`config.mk`:
```
export PLATFORM = sky130hd
export DESIGN_NAME = bcd_scan_counter
export DESIGN_NICKNAME = d
export VERILOG_FILES = /design/src/rtl/bcd_scan_counter.sv
export SDC_FILE = /design/constraint.sdc
export NUM_CORES = 1
export LEC_CHECK = 0
export CAP_MARGIN = 15
export CORE_MARGIN = 2
export CORE_UTILIZATION = 45
export CTS_BUF_LIST = sky130_fd_sc_hd__clkbuf_4 sky130_fd_sc_hd__clkbuf_8
export CTS_CLUSTER_SIZE = 12
export DETAILED_ROUTE_END_ITERATION = 6
export GPL_TIMING_DRIVEN = 0
export PLACE_DENSITY_LB_ADDON = 0.3
export REMOVE_ABC_BUFFERS = 1
export SYNTH_ARGS = -nofsm -noshare
export SYNTH_HDL_FRONTEND = slang
export SYNTH_SLANG_ARGS = --single-unit
export TNS_END_PERCENT = 20
```
`constraint.sdc`:
```
create_clock -name clk -period 7.1 [get_ports clk]
set_clock_uncertainty 0.2 [all_clocks]
set_input_delay 1.065 -clock clk [delete_from_list [all_inputs] [get_ports clk]]
set_output_delay 1.065 -clock clk [all_outputs]
set_load 0.01 [all_outputs]
```
`src/rtl/bcd_scan_counter.sv`:
```
// Four-digit BCD up/down event counter with a prescaled count enable and a
// time-multiplexed digit scanner that feeds a 7-segment decoder.
module bcd_scan_counter #(
  parameter int TICK_DIV = 100000000,
  parameter int SCAN_DIV = 100000,
  parameter bit BLANK_LZ = 1'b1
) (
  input  logic        clk,
  input  logic        rst_n,
  input  logic        en,
  input  logic        up,
  input  logic        clear,
  input  logic        load,
  input  logic [15:0] load_val,
  output logic [15:0] count,
  output logic        wrap,
  output logic [3:0]  digit_code,
  output logic [3:0]  digit_sel
);

  localparam int PW = (TICK_DIV > 1) ? $clog2(TICK_DIV) : 1;
  localparam int SW = (SCAN_DIV > 1) ? $clog2(SCAN_DIV) : 1;

  // Returns {wrap, next value}; the final carry/borrow out of digit 3 is the wrap.
  function automatic logic [16:0] bcd_step(input logic [15:0] val, input logic dir);
    logic [15:0] res;
    logic [3:0]  d;
    logic        carry;
    carry = 1'b1;
    res   = 16'h0000;
    for (int i = 0; i < 4; i++) begin
      d = val[i*4 +: 4];
      if (!carry) begin
        d = d;
      end else if (dir) begin
        if (d == 4'd9) begin
          d     = 4'd0;
          carry = 1'b1;
        end else begin
          d     = d + 4'd1;
          carry = 1'b0;
        end
      end else begin
        if (d == 4'd0) begin
          d     = 4'd9;
          carry = 1'b1;
        end else begin
          d     = d - 4'd1;
          carry = 1'b0;
        end
      end
      res[i*4 +: 4] = d;
    end
    return {carry, res};
  endfunction

  function automatic logic [15:0] bcd_sat(input logic [15:0] val);
    logic [15:0] res;
    for (int i = 0; i < 4; i++) begin
      res[i*4 +: 4] = (val[i*4 +: 4] > 4'd9) ? 4'd9 : val[i*4 +: 4];
    end
    return res;
  endfunction

  // Digit i>0 is blanked when it and every more significant digit are zero.
  function automatic logic [3:0] digit_of(input logic [15:0] val, input logic [1:0] idx);
    logic [3:0] code;
    case (idx)
      2'd0:    code = val[3:0];
      2'd1:    code = (BLANK_LZ && (val[15:4]  == 12'h000)) ? 4'hF : val[7:4];
      2'd2:    code = (BLANK_LZ && (val[15:8]  == 8'h00))   ? 4'hF : val[11:8];
      2'd3:    code = (BLANK_LZ && (val[15:12] == 4'h0))    ? 4'hF : val[15:12];
      default: code = 4'hF;
    endcase
    return code;
  endfunction

  logic [PW-1:0] presc_r, presc_nx_s;
  logic [SW-1:0] scan_tmr_r, scan_tmr_nx_s;
  logic [1:0]    scan_idx_r, scan_idx_nx_s;
  logic [15:0]   count_nx_s;
  logic [16:0]   step_s;
  logic          wrap_nx_s;
  logic          tick_s;

  // Count/prescaler next state with clear > load > tick priority.
  always_comb begin
    count_nx_s = count;
    presc_nx_s = presc_r;
    wrap_nx_s  = 1'b0;
    step_s     = bcd_step(count, up);
    tick_s     = en && (presc_r == PW'(TICK_DIV - 1));
    if (clear) begin
      count_nx_s = 16'h0000;
      presc_nx_s = {PW{1'b0}};
    end else if (load) begin
      count_nx_s = bcd_sat(load_val);
      presc_nx_s = {PW{1'b0}};
    end else if (tick_s) begin
      count_nx_s = step_s[15:0];
      wrap_nx_s  = step_s[16];
      presc_nx_s = {PW{1'b0}};
    end else if (en) begin
      presc_nx_s = presc_r + PW'(1);
    end else begin
      presc_nx_s = presc_r;
    end
  end

  // Free-running scan timer and digit index.
  always_comb begin
    scan_tmr_nx_s = scan_tmr_r + SW'(1);
    scan_idx_nx_s = scan_idx_r;
    if (scan_tmr_r == SW'(SCAN_DIV - 1)) begin
      scan_tmr_nx_s = {SW{1'b0}};
      scan_idx_nx_s = scan_idx_r + 2'd1;
    end else begin
      scan_idx_nx_s = scan_idx_r;
    end
  end

  // State and output registers; display uses the same-edge count so code and select stay aligned.
  always_ff @(posedge clk or negedge rst_n) begin
    if (!rst_n) begin
      presc_r    <= {PW{1'b0}};
      count      <= 16'h0000;
      wrap       <= 1'b0;
      scan_tmr_r <= {SW{1'b0}};
      scan_idx_r <= 2'd0;
      digit_sel  <= 4'b1110;
      digit_code <= 4'h0;
    end else begin
      presc_r    <= presc_nx_s;
      count      <= count_nx_s;
      wrap       <= wrap_nx_s;
      scan_tmr_r <= scan_tmr_nx_s;
      scan_idx_r <= scan_idx_nx_s;
      digit_sel  <= ~(4'b0001 << scan_idx_nx_s);
      digit_code <= digit_of(count_nx_s, scan_idx_nx_s);
    end
  end

endmodule

```
# Yosys cells after proc, flatten, opt, wreduce, memory -nomap -nowiden
# Index checks and enable logic that the tools add are counted.
# totals
ff_bits	71
latchBits	0
ramBits	0
romBits	0
input_bits	22
wordCells	93
n_memories	0
# op_classes
addsub	11
multipliers	0
div_mod_pow	0
order_cmp	4
n_eq_ne	9
shift	1
n_mux	50
bitwise	1
reduce_logical	10
# ops
operator	n
27-bit 2-to-1 mux	4
4-bit 2-to-1 mux	22
16-bit 2-to-1 mux	3
27-bit by 1-bit adder with 27-bit output (second input constant)	1
27-bit equality test (second input constant)	1
4-bit zero test	5
1-bit 2-to-1 mux	18
17-bit by 1-bit adder with 17-bit output (second input constant)	1
17-bit equality test (second input constant)	1
17-bit 2-to-1 mux	1
4-bit by 1-bit adder with 4-bit output (second input constant)	4
4-bit equality test (second input constant)	4
4-bit greater-than comparator (second input constant)	4
4-bit one-hot mux with 4 select lines	1
4-bit by 1-bit subtractor with 4-bit output (second input constant)	4
12-bit zero test	1
8-bit zero test	1
2-bit equality test (second input constant)	2
4-bit inverter	1
4-bit nonzero test	1
1-bit by 2-bit left shift with 4-bit output (first input constant)	1
2-bit by 1-bit adder with 2-bit output (second input constant)	1
2-bit by 1-bit equality test with 1-bit output (second input constant)	1
2-bit zero test	1
other kinds (2)	2

# Longest topological paths before layout
# logic_depth
depth_word	12
mapped_depth	12

# Least setup slack after synthesis
# No wires, ideal clock.
# synth_path
kind	input -> register
start	input port en
end	register digit_code[1]
t_arrival_ns	3.373
required_ns	6.819
slack_ns	3.446
cell_stages	9
n_path_buf	1
cell_sequence	buf_4 > or4b_1 > or3_1 > or4_4 > a221oi_2 > nor3_2 > nor4_4 > nand3_1 > o211ai_2
# synth_via
elab_chain_len	7
elab_cells_between_ends	11
# synth_rtl
item	line_no	source
start, declared	10	input logic en,
1-bit logical AND *	92	tick_s = en && (presc_r == PW'(TICK_DIV - 1));
16-bit 2-to-1 mux *	99	end else if (tick_s) begin
16-bit 2-to-1 mux *	96	end else if (load) begin
16-bit 2-to-1 mux *	93	if (clear) begin
net count_nx_s[10]	81	logic [15:0] count_nx_s;
12-bit zero test / 8-bit zero test (equally long branches)	70, 71	
4-bit 2-to-1 mux (on tied branches)	70, 71	
4-bit one-hot mux with 4 select lines *	68	case (idx)
end signal, assigned	139	digit_code <= digit_of(count_nx_s, scan_idx_nx_s);
end, declared	17	output logic [3:0] digit_code,
# Mark *: on every way through the listed nets, which the timed path passes. The rest lies on a longest branch.
# A chain may end at the register's enable or synchronous reset.

# Final worst setup path
# layout_path
start	input port up
end	register digit_code[0]
# layout_via
elab_chain_len	10
elab_cells_between_ends	22
# layout_rtl
item	line_no	source
start, declared	11	input logic up,
1-bit 2-to-1 mux	35	end else if (dir) begin
1-bit 2-to-1 mux (2 in series)	33	if (!carry) begin
4-bit 2-to-1 mux	33	
16-bit 2-to-1 mux *	99	
16-bit 2-to-1 mux *	96	
16-bit 2-to-1 mux *	93	
12-bit zero test (tied with other cells)	70	2'd1: code = (BLANK_LZ && (val[15:4] == 12'h000)) ? 4'hF : val[7:4];
4-bit 2-to-1 mux (on tied branches)	70, 71, 72	
4-bit one-hot mux with 4 select lines *	68	
# Every way passes the cells marked *; elsewhere a longest branch is shown, timed or not.

==> metrics.md <==
| Metric | Value |
|---|---|
| Outcome | finished clean |
| Via count | 4234 |
| Final hold violation count | 0 |
| Count of cell types in the netlist | 72 |
| Slew @ Worst Pin | roughly 0.94 ns |
| Gp weighted congestion | 0.892 |
| Clock insertion delay at the later pin of the skew report | roughly 0.36 ns |
| Top Ports | 47 |
| Data arrival, critical path | roughly 4.7 ns |
| Resize count post-CTS | 0 |
| CP Class | input port to flip-flop |
| Initial antenna violation count | 0 |
| Seq cells post-synth | around 70 |
| Post-Syn Instances | 549 |
| P_leak | between 2 and 2.5 nW |
| Minimum clock period | 4.61 ns |
| Asr flop ratio synth | 1.00 |
| Port-buffer cells | 46 |
| CP Data Required Time | approximately 7 ns |
| Post-synth EDFFs | 0 |
| Largest cells by area after synthesis | dfrtp_1 (36%), nor2_1 (4.6%), ha_1 (4.2%), nand2_1 (3.7%), xnor2_1 (3.7%) |
| CP cell instances | clkdlybuf4s50_1 -> buf_16 -> and4b_1 -> o22ai_2 -> nor4_4 -> mux2i_1 -> o21ai_1 -> or4_1 -> o311ai_1 |
| Count leader, synth | dfrtp_1 |
| Max Slew Vio Count | 0 |
| Synth top area share | 0.357 |
| Power density cells | 162 nW/um^2 |
| Setup tns final | 0 ns |
| HP Start | scan_tmr_r[4] |
| Antenna cells | 0 |
| Crit path launch | up |
| Worst hold path class | flip-flop to flip-flop |
| Syn_area_per_cell | slightly below 9 um^2 |
| Clk Tree Root Cell | clkbuf_8 |
| DRT Pass-1 Iters | 5 |
| CP peak stage delay | between 0.8 and 0.9 ns |
| Total Power | ~0.89 mW |
| Final setup margin | approximately 2.5 ns |
| Max cap viols | 0 |
| Vias in the first global route | between 3000 and 4000 |
| Routed wire length | 11600 um |
| Critical-path top delay cell | clkdlybuf4s50_1 |
| Grt ovf | 0 |
| First-pass GRT wire length | between 15000 and 20000 um |
| Horiz. Die Dim | 107 um |
| Commonest cells in the netlist | dfrtp_1 (68), nor2_1 (59), nand2_1 (47) |
| Largest net degree at the start of global routing | between 70 and 80 |
| Layout cells sized above 1 | 0.0666 |
| Htree depth | 3 |
| Post-Syn Area | approximately 4800 um^2 |
| GR Util All Layers | 0.216 |
| Max Clk Rate | between 200 and 250 MHz |
| DRC viols | 0 |
| Area occupied by registers | approximately 1800 um^2 |
| CP max FO | 28 |
| Final antenna-violating net count | 0 |
| Syn. warnings | 0 |
| Placed Cells | slightly above 700 |
| Setup crit start kind | input port |
| DR iter-0 viols | approximately 320 |
| Placeable Area | 10300 um^2 |
| Worst VDD drop | ~0.072 mV |
| Area of the multi-input gates | 2780 um^2 |
| Fin crit share | 0.649 |
| Sequential share of the synthesized area | 0.373 |
| Leading area contributor after synthesis | dfrtp_1 |
| Site Rows | 37 |
| Clock-pin slew on the worst setup and hold paths | 0.08 ns |
| Final net count | between 600 and 700 |
| Final non-filler cell total | 722 |
| Chip Height | between 100 and 150 um |
| Count of final setup violators | 0 |
| Starting Density | 0.462 |
| RSZ-0062 raised after global routing | false |
| Number of vias per cell | 5.86 |
| Area Overhead vs Synth | 15.7% |
| Clk sinks | between 70 and 80 |
| Total CTS buffers | 9 |
| Reg2reg start | count[0] |
| Pre-CTS WS | roughly 2.1 ns |
| CTS tree | yes |
| CP Capture Type | flip-flop |
| Slew headroom | 0.357 |
| Post-DP HPWL | ~8400 um |
| Routed len/inst | between 15 and 20 um |
| Max Root-Sink Buffers | 2 |
| Die area | ~11000 um^2 |
| Filler cells | around 950 |
| Setup bufs post-CTS | 0 |
| Dominant synthesized flop cell | dfrtp_1 |
| CTS Hold Bufs | 0 |
## sequential cells by signal, indices dropped and copies added (netlist names)
name,count
digit_sel,4
digit_code,4
scan_idx_r,2
wrap,1
scan_tmr_r,17
count,16
presc_r,27
## area by class of cell
type,count,area share
multi-input cells,423,0.503
flip-flops and latches,71,0.322
repair buffers,47,0.0879
well taps,136,0.0308
clock buffers,9,0.0224
inverters,29,0.0197
clock inverters,7,0.0140
## metal layers
| metal | global-route usage | part of all wire | vias to the layer above | wire length (um) |
|---|---|---|---|---|
| li1 | - | - | 2053 | - |
| met1 | 0.311 | 0.47 | 2032 | 5510 |
| met2 | 0.312 | 0.43 | 131 | 5060 |
| met3 | 0.0541 | 0.070 | 18 | 813 |
| met4 | 0.0826 | 0.023 | 0 | 267 |
| met5 | 0 | 0 | - | 0 |
## kinds of logic after synthesis
group,Yosys count,share of synthesized area
fa+ha+maj,16,0.0420
buf+inv,55,0.0451
mux,5,0.0108
flops,71,0.373
xor+xnor,35,0.0642
simple gates,252,0.304
compound gates,115,0.161
## placed cells by master (no fill, tap or decap), drive strengths merged, types with 8 or more instances in the layout
cell type and instances:
a21oi 18, a31oi 8, and3 8, clkbuf 9, clkdlybuf4s50 45, dfrtp 68, ha 16, inv 31
nand2 47, nand3 25, nand3b 8, nand4 10, nor2 59, nor2b 10, nor3 15, nor4b 8
o21ai 36, or3 10, xnor2 20, xor2 15
## path summary, 6_finish.rpt
kind	to	cells after the start	slack, ns
hold / removal	scan_tmr_r[4]	1	0.28
setup reg to reg	digit_code[0]	9	3.45
setup / recovery	digit_code[0]	9	2.49
min in group asynchronous	scan_tmr_r[7]	1	0.61
hold reg to reg	scan_tmr_r[4]	1	0.28
max in group asynchronous	presc_r[19]	1	5.47
## power breakdown
part	switching, mW	leakage [nW]	internal (mW)
logic	0.0743	1.20	0.0587
clock network	0.167	0.101	0.166
registers	0.0155	0.951	0.411
total	0.257	2.25	0.635
## critical path, delay by kind of cell
kind | cells | cell delay, ns
AND/OR/NAND/NOR | 3 | 1.32
buffers and inverters | 2 | 1.10
AO/OA/AOI/OAI | 3 | 0.75
multiplexers | 1 | 0.42
## per-stage QoR
step	utilization	area (um^2)	hold slack [ns]
CTS	0.535	5520	0.287
global placement	0.513	5300	0.254
finish	0.535	5520	0.277
detailed placement	0.515	5320	0.265
global route	0.535	5520	0.312
floorplan	-	4670	0.239
No activity file was read; power rests on OpenSTA's default activity.
